<file path="src/rtl/cache_client_pkg.sv">
// cache_client_pkg: shared widths, FSM states, command/response records and a saturating counter helper.
package cache_client_pkg;
  localparam int ADDR_WIDTH = 40;
  localparam int DATA_WIDTH = 32;
  typedef enum logic [1:0] {IDLE, ISSUE, RESP} state_e;
  typedef struct packed {
    logic                  write;
    logic [ADDR_WIDTH-1:0] addr;
    logic [DATA_WIDTH-1:0] wdata;
  } cmd_t;
  typedef struct packed {
    logic [DATA_WIDTH-1:0] rdata;
    logic                  hit;
    logic                  error;
    logic                  timeout;
  } rsp_t;
  function automatic logic [31:0] sat_inc(input logic [31:0] v, input logic en);
    return (en && v != '1) ? v + 32'd1 : v;
  endfunction
endpackage

</file>
<file path="src/rtl/cache_client_master_if.sv">
// cache_client_master_if: command stream, response stream and cache client port.
// master = the initiator block, slave = traffic source plus cache side.
interface cache_client_master_if;
  logic                                   cmd_valid;
  logic                                   cmd_ready;
  logic                                   cmd_write;
  logic [cache_client_pkg::ADDR_WIDTH-1:0] cmd_addr;
  logic [cache_client_pkg::DATA_WIDTH-1:0] cmd_wdata;
  logic                                   rsp_valid;
  logic                                   rsp_ready;
  logic [cache_client_pkg::DATA_WIDTH-1:0] rsp_rdata;
  logic                                   rsp_hit;
  logic                                   rsp_error;
  logic                                   rsp_timeout;
  logic                                   c_read;
  logic                                   c_write;
  logic [cache_client_pkg::ADDR_WIDTH-1:0] c_addr;
  logic [cache_client_pkg::DATA_WIDTH-1:0] c_wdata;
  logic [cache_client_pkg::DATA_WIDTH-1:0] c_rdata;
  logic                                   c_hit;
  logic                                   c_error;
  logic                                   c_ready;
  modport master (
    input  cmd_valid, cmd_write, cmd_addr, cmd_wdata, rsp_ready, c_rdata, c_hit, c_error, c_ready,
    output cmd_ready, rsp_valid, rsp_rdata, rsp_hit, rsp_error, rsp_timeout, c_read, c_write, c_addr, c_wdata
  );
  modport slave (
    output cmd_valid, cmd_write, cmd_addr, cmd_wdata, rsp_ready, c_rdata, c_hit, c_error, c_ready,
    input  cmd_ready, rsp_valid, rsp_rdata, rsp_hit, rsp_error, rsp_timeout, c_read, c_write, c_addr, c_wdata
  );
endinterface

</file>
<file path="src/rtl/cache_client_master_fifo.sv">
// cache_cmd_fifo: synchronous command FIFO; push/pop ignored when full/empty; count = occupancy.
module cache_cmd_fifo import cache_client_pkg::*; #(
  parameter int DEPTH = 4
) (
  input  logic                     clk,
  input  logic                     rst,
  input  logic                     push,
  input  cmd_t                     din,
  input  logic                     pop,
  output cmd_t                     dout,
  output logic                     full,
  output logic                     empty,
  output logic [$clog2(DEPTH):0]   count
);
  localparam int AW = $clog2(DEPTH);
  cmd_t mem [DEPTH];
  logic [AW:0] wp, rp;
  assign count = wp - rp;
  assign full  = count == (AW+1)'(DEPTH);
  assign empty = wp == rp;
  assign dout  = mem[rp[AW-1:0]];
  always_ff @(posedge clk)
    if (push && !full) mem[wp[AW-1:0]] <= din;
  always_ff @(posedge clk) begin
    if (rst) begin
      wp <= '0;
      rp <= '0;
    end else begin
      if (push && !full) wp <= wp + 1'b1;
      if (pop && !empty) rp <= rp + 1'b1;
    end
  end
endmodule

</file>
<file path="src/rtl/cache_client_master.sv">
// cache_client_master: queues commands and issues them one at a time to a cache client port.
// Ports: clk/rst, bus (command stream, response stream, cache port), busy, hit/miss/timeout counters.
module cache_client_master import cache_client_pkg::*; #(
  parameter int FIFO_DEPTH     = 4,
  parameter int TIMEOUT_CYCLES = 1024
) (
  input  logic                  clk,
  input  logic                  rst,
  cache_client_master_if.master bus,
  output logic                  busy,
  output logic [31:0]           hit_cnt,
  output logic [31:0]           miss_cnt,
  output logic [31:0]           timeout_cnt
);
  localparam int TW = TIMEOUT_CYCLES > 1 ? $clog2(TIMEOUT_CYCLES) : 1;
  localparam int CW = $clog2(FIFO_DEPTH) + 1;
  state_e state, state_n;
  cmd_t head, cur;
  rsp_t rsp;
  logic full, empty, pop, done, tmo, cmd_ready, c_read, c_write, rsp_valid;
  logic [CW-1:0] count;
  logic [TW-1:0] timer;
  // No bypass: a full FIFO refuses even when it pops the same cycle.
  assign cmd_ready = !full && !rst;
  assign pop  = state == IDLE && !empty;
  assign done = state == ISSUE && bus.c_ready;
  // c_ready wins over an expiring timer.
  assign tmo  = state == ISSUE && !bus.c_ready && timer == TW'(TIMEOUT_CYCLES - 1);
  cache_cmd_fifo #(.DEPTH(FIFO_DEPTH)) u_fifo (
    .clk(clk), .rst(rst), .push(bus.cmd_valid && cmd_ready),
    .din('{write: bus.cmd_write, addr: bus.cmd_addr, wdata: bus.cmd_wdata}),
    .pop(pop), .dout(head), .full(full), .empty(empty), .count(count)
  );
  always_ff @(posedge clk) state <= rst ? IDLE : state_n;
  always_comb begin
    state_n = state;
    state_n = state == IDLE  ? (empty ? IDLE : ISSUE) :
              state == ISSUE ? ((done || tmo) ? RESP : ISSUE) :
                               (bus.rsp_ready ? IDLE : RESP);
  end
  always_ff @(posedge clk) begin
    if (rst) begin
      cur         <= '0;
      rsp         <= '0;
      c_read      <= 1'b0;
      c_write     <= 1'b0;
      rsp_valid   <= 1'b0;
      timer       <= '0;
      hit_cnt     <= '0;
      miss_cnt    <= '0;
      timeout_cnt <= '0;
    end else begin
      if (pop) begin
        cur     <= head;
        c_read  <= !head.write;
        c_write <= head.write;
        timer   <= '0;
      end else if (state == ISSUE) timer <= timer + 1'b1;
      if (done || tmo) begin
        c_read      <= 1'b0;
        c_write     <= 1'b0;
        rsp_valid   <= 1'b1;
        rsp         <= done ? '{rdata: cur.write ? '0 : bus.c_rdata, hit: bus.c_hit, error: bus.c_error, timeout: 1'b0}
                            : '{rdata: '0, hit: 1'b0, error: 1'b0, timeout: 1'b1};
        hit_cnt     <= sat_inc(hit_cnt, done && bus.c_hit);
        miss_cnt    <= sat_inc(miss_cnt, done && !bus.c_hit);
        timeout_cnt <= sat_inc(timeout_cnt, tmo);
      end
      if (state == RESP && bus.rsp_ready) rsp_valid <= 1'b0;
    end
  end
  assign bus.cmd_ready   = cmd_ready;
  assign bus.c_read      = c_read;
  assign bus.c_write     = c_write;
  assign bus.c_addr      = cur.addr;
  assign bus.c_wdata     = cur.wdata;
  assign bus.rsp_valid   = rsp_valid;
  assign bus.rsp_rdata   = rsp.rdata;
  assign bus.rsp_hit     = rsp.hit;
  assign bus.rsp_error   = rsp.error;
  assign bus.rsp_timeout = rsp.timeout;
  assign busy = count != '0 || state != IDLE;
endmodule

</file>
<file path="src/flat_wrapper.sv">
// flat-port wrapper written by rule: the top's interface ports become plain ports
module cache_client_master_flat import cache_client_pkg::*;
#(
  parameter int FIFO_DEPTH     = 4,
  parameter int TIMEOUT_CYCLES = 1024
)
  (clk, rst, busy, hit_cnt, miss_cnt, timeout_cnt, bus_cmd_valid, bus_cmd_write, bus_cmd_addr, bus_cmd_wdata, bus_rsp_ready, bus_c_rdata, bus_c_hit, bus_c_error, bus_c_ready, bus_cmd_ready, bus_rsp_valid, bus_rsp_rdata, bus_rsp_hit, bus_rsp_error, bus_rsp_timeout, bus_c_read, bus_c_write, bus_c_addr, bus_c_wdata);
  cache_client_master_if bus_i ();
  input  logic clk;
  input  logic rst;
  output logic busy;
  output logic [31:0] hit_cnt;
  output logic [31:0] miss_cnt;
  output logic [31:0] timeout_cnt;
  input wire logic [$bits(bus_i.cmd_valid)-1:0] bus_cmd_valid;
  input wire logic [$bits(bus_i.cmd_write)-1:0] bus_cmd_write;
  input wire logic [$bits(bus_i.cmd_addr)-1:0] bus_cmd_addr;
  input wire logic [$bits(bus_i.cmd_wdata)-1:0] bus_cmd_wdata;
  input wire logic [$bits(bus_i.rsp_ready)-1:0] bus_rsp_ready;
  input wire logic [$bits(bus_i.c_rdata)-1:0] bus_c_rdata;
  input wire logic [$bits(bus_i.c_hit)-1:0] bus_c_hit;
  input wire logic [$bits(bus_i.c_error)-1:0] bus_c_error;
  input wire logic [$bits(bus_i.c_ready)-1:0] bus_c_ready;
  output wire logic [$bits(bus_i.cmd_ready)-1:0] bus_cmd_ready;
  output wire logic [$bits(bus_i.rsp_valid)-1:0] bus_rsp_valid;
  output wire logic [$bits(bus_i.rsp_rdata)-1:0] bus_rsp_rdata;
  output wire logic [$bits(bus_i.rsp_hit)-1:0] bus_rsp_hit;
  output wire logic [$bits(bus_i.rsp_error)-1:0] bus_rsp_error;
  output wire logic [$bits(bus_i.rsp_timeout)-1:0] bus_rsp_timeout;
  output wire logic [$bits(bus_i.c_read)-1:0] bus_c_read;
  output wire logic [$bits(bus_i.c_write)-1:0] bus_c_write;
  output wire logic [$bits(bus_i.c_addr)-1:0] bus_c_addr;
  output wire logic [$bits(bus_i.c_wdata)-1:0] bus_c_wdata;
  assign bus_i.cmd_valid = bus_cmd_valid;
  assign bus_i.cmd_write = bus_cmd_write;
  assign bus_i.cmd_addr = bus_cmd_addr;
  assign bus_i.cmd_wdata = bus_cmd_wdata;
  assign bus_i.rsp_ready = bus_rsp_ready;
  assign bus_i.c_rdata = bus_c_rdata;
  assign bus_i.c_hit = bus_c_hit;
  assign bus_i.c_error = bus_c_error;
  assign bus_i.c_ready = bus_c_ready;
  assign bus_cmd_ready = bus_i.cmd_ready;
  assign bus_rsp_valid = bus_i.rsp_valid;
  assign bus_rsp_rdata = bus_i.rsp_rdata;
  assign bus_rsp_hit = bus_i.rsp_hit;
  assign bus_rsp_error = bus_i.rsp_error;
  assign bus_rsp_timeout = bus_i.rsp_timeout;
  assign bus_c_read = bus_i.c_read;
  assign bus_c_write = bus_i.c_write;
  assign bus_c_addr = bus_i.c_addr;
  assign bus_c_wdata = bus_i.c_wdata;
  cache_client_master #(.FIFO_DEPTH(FIFO_DEPTH), .TIMEOUT_CYCLES(TIMEOUT_CYCLES)) u_core (.clk(clk), .rst(rst), .bus(bus_i), .busy(busy), .hit_cnt(hit_cnt), .miss_cnt(miss_cnt), .timeout_cnt(timeout_cnt));
endmodule
</file>
<file path="config.mk">
export PLATFORM = sky130hd
export DESIGN_NAME = cache_client_master_flat
export DESIGN_NICKNAME = d
export VERILOG_FILES = /design/src/rtl/cache_client_pkg.sv /design/src/rtl/cache_client_master_if.sv /design/src/rtl/cache_client_master_fifo.sv /design/src/rtl/cache_client_master.sv /design/src/flat_wrapper.sv
export SDC_FILE = /design/constraint.sdc
export NUM_CORES = 1
export LEC_CHECK = 0
export CAP_MARGIN = 10
export CORE_MARGIN = 3
export CORE_UTILIZATION = 30
export DETAILED_ROUTE_END_ITERATION = 8
export PLACE_DENSITY = 0.58
export SETUP_SLACK_MARGIN = 0.5
export SYNTH_ARGS = -nofsm -noshare
export SYNTH_HDL_FRONTEND = slang
export SYNTH_SLANG_ARGS = --single-unit
</file>
<file path="constraint.sdc">
create_clock -name clk -period 6.15 [get_ports clk]
set_input_delay 0.615 -clock clk [delete_from_list [all_inputs] [get_ports clk]]
set_output_delay 0.615 -clock clk [all_outputs]
set_load 0.01 [all_outputs]
</file>
==> flow_summary.ini <==
[pwr]
p_switching_w = 0.003020
p_sw_frac = 0.2938
p_leak_nw = 8.149
seq_power_share = 0.431
totalPowerFinal_w = 0.01028
ir_drop_uv = 404.4
intPower_w = 0.007259
clkPwrFrac = 0.330
pwr-share-comb = 0.239
power-per-cell-area_nw_per_um2 = 397.6

[finish]
final_common_cell = clkdlybuf4s50_1
synthToLayoutAreaGrowth_pct = 27.02
layout_common_cells = clkdlybuf4s50_1 (318), edfxtp_1 (292), dfxtp_1 (225), nand2_1 (200), a21oi_1 (144)
final_nets = 1921
fillers = 6223
drive_gt1_frac = 0.1100

[floorplanning]
die_x_um = 266.5
rows = 94
die_y_um = 266.5
start_util = 0.3063
dieArea_um2 = 71010
core_area_um2 = 66450
io_pins = 320

[worst_hold_path]
hold_path.class = reg2reg
hp-start = u_core.bus.c_wdata[11]$_SDFFE_PP0P_
min_to = u_core.bus.c_wdata[11]$_SDFFE_PP0P_
holdPathStages = 2

[clock_network]
postCtsSetupRepairBufs = 0
numClockSinks = 519
ctsResizeCount = 0
clk_pin_slew_worst_paths_ns = 0.06
clock_path_buffers = 3
cts-root-buf = clkbuf_16
ctsHoldBuffers = 0
insertion_delay_ns = 0.63
htreeDepth = 2
cts_buffers = 57
cts_tree = built

[setup_path]
crit_path_end_kind = register
rrSetupSlack_ns = 2.50
critPathKind = reg2reg
startpoint_type = register
ff2ff_path_depth = 7
r2r-start = u_core.u_fifo.rp[1]$_SDFFE_PP0P_
critPathTopFamily = simple AND/OR/NAND/NOR gates
critPathMaxFanout = 56
critical-path-slowest-cell = and2_4
r2r_end = u_core.u_fifo.mem[2][51]$_DFFE_PP_
required_ns = 6.44
crit_arrival_ns = 3.94
cp_cell_sequence = inv_1 > ha_1 > nor2b_1 > or3_1 > a311oi_1 > and2_4 > buf_4
startpoint = u_core.u_fifo.rp[1]$_SDFFE_PP0P_
path_buf_inv = 2
critPathMaxStageDelay_ns = 0.87

[yosys]
ys_seq_area_frac = 0.6540
synth.ff_latch_count = 519
yosysUniqueCellTypes = 54
synth_top_area_cell = edfxtp_1
synthesis.instances = 1554
postSynth.asyncResetShare = 0
ys.flop_type = edfxtp_1
avgSynthCellArea_um2 = 13.10
synth_nets = 1677
synth_area_um2 = 20360
synth_area_leaders = edfxtp_1 (43%), dfxtp_1 (22%), mux4_2 (8.1%)
synth-edff-count = 292
synth_top_area_frac = 0.4308
ys_warn_count = 0

[place]
gp_congestion = 0.7958
dp_hpwl_um = 33060
port_buffers = 319

[route]
vias = 13296
ant_nets = 0
drt_iter0_drc = 977
vias_per_cell = 4.899
wl_um = 50820
wl_per_cell_um = 18.73
drtPass1Iterations = 5
route.detailed.drc = 0

[timing]
finalHoldViolCount = 0
timing.final.max_slew_violations = 0
setup_viol = 0
max_freq_mhz = 274.0
fin_skew_ns = 0.03108
fin_crit_sh = 0.5934
fin_tns_setup_ns = 0
slew_headroom = 0.3479
rsz0062_at_grt = no
hold_ws_ns = 0.4510
worst_pin_slew_ns = 0.9782
fin_crit_ns = 3.649

[global_routing]
grtUsageTotal = 0.1395
grt_max_degree = 78
grt_first_pass_wirelength_um = 78200
grt_pass1_vias = 13385
grt_antenna_before_repair = 10
grt_overflow = 0

[run]
cap_violations = 0

[status]
outcome = completed
power groups by stage:
stage	logic (W)	clock network (W)	registers, W
finish	0.00246	0.00339	0.00443
global route	0.00270	0.00365	0.00449
CTS	0.00254	0.00350	0.00444
detailed placement	0.00252	0	0.00451
global placement	0.00250	0	0.00449
floorplan	0.00171	0	0.00439
metal layers:
layer	track usage	up-vias	routed length, um
met4	0.03690	10	1119
met2	0.2297	336	24200
li1	-	6277	-
met1	0.1807	6585	22020
met3	0.04028	88	3421
met5	0	-	68
tightest hold or removal path: stages (launching register included):
cell and delay [ns]:
dfxtp_1 0.30, nand2_1 0.05, a21oi_1 0.05
flip-flops by register name (all words and copies together), names as in the netlist, named ones only:
register / flops
u_core.u_fifo.mem: 292
u_core.bus.c_addr: 40
u_core.bus.c_wdata: 32
u_core.bus.rsp_rdata: 32
u_core.hit_cnt: 32
u_core.miss_cnt: 32
u_core.timeout_cnt: 32
u_core.timer: 10
u_core.u_fifo.rp: 3
u_core.u_fifo.wp: 3
u_core.state: 2
u_core.bus.c_read: 1
u_core.bus.c_write: 1
u_core.bus.rsp_error: 1
u_core.bus.rsp_hit: 1
u_core.bus.rsp_timeout: 1
u_core.bus.rsp_valid: 1
u_core.cur: 1
stage by stage:
step | instance area [um2] | utilization | worst slack, ns | instances
final | 25860 | 0.3891 | 2.501 | 2714
after global routing | 25840 | 0.3889 | 2.221 | 2709
after CTS | 25840 | 0.3889 | 2.465 | 2709
after detailed placement | 23950 | 0.3605 | 2.460 | 2603
after global placement | 23950 | 0.3605 | 2.514 | 2603
after floorplan | 20360 | - | 2.216 | 1554
layout make-up:
| class | instances | area (um2) | share of cell area |
|---|---|---|---|
| Antenna cell | 5 | 12.51 | 0.0004839 |
| Clock buffer | 85 | 1674 | 0.06475 |
| Clock inverter | 21 | 216.5 | 0.008372 |
| Inverter | 16 | 60.06 | 0.002323 |
| Multi-Input combinational cell | 870 | 6185 | 0.2392 |
| Sequential cell | 519 | 13320 | 0.5152 |
| Tap cell | 864 | 1081 | 0.04181 |
| Timing Repair Buffer | 334 | 3307 | 0.1279 |
cell usage after synthesis (4+ instances only):
master    instances
a22o_1           32
o211ai_1          4
mux4_2           73
mux2i_1           5
nor2b_1          11
buf_2             4
and4_1            8
nand4_1          27
nor2_1           55
and3_1            7
a21oi_1         144
clkbuf_1         62
nand3_1          32
ha_1             11
dfxtp_1         227
o21ai_0          47
and2_1            8
or4_1            26
nor4_1           13
xor2_1           15
xnor2_1          14
buf_4            72
o31ai_1          26
or2_2             6
nand2_1         201
a31oi_1           4
or3_1            46
edfxtp_1        292
inv_1            16
nor3_1           11
buf_1            11
mux2_2            7
worst max-delay path by stage:
stage	to	slack, ns	depth (start not counted)
2_1_floorplan	u_core.u_fifo.mem[3][0]$_DFFE_PP_	2.22	6
3_3_place_gp	u_core.u_fifo.mem[3][59]$_DFFE_PP_	2.51	7
3_5_place_dp	u_core.u_fifo.mem[3][70]$_DFFE_PP_	2.46	7
4_1_cts	u_core.u_fifo.mem[3][15]$_DFFE_PP_	2.47	7
5_1_grt	u_core.u_fifo.mem[0][20]$_DFFE_PP_	2.22	7
6_report	u_core.u_fifo.mem[2][51]$_DFFE_PP_	2.50	7
logic make-up after synthesis:
family                   synth area share
multiplexers                      0.08710
adder cells (fa/ha/maj)          0.006761
XOR/XNOR                          0.01248
AND/OR/NAND/NOR                    0.1134
flip-flops                         0.6540
AO/OA/AOI/OAI                     0.08230
buffers and inverters             0.04395
Power figures use the tool's default switching activity.
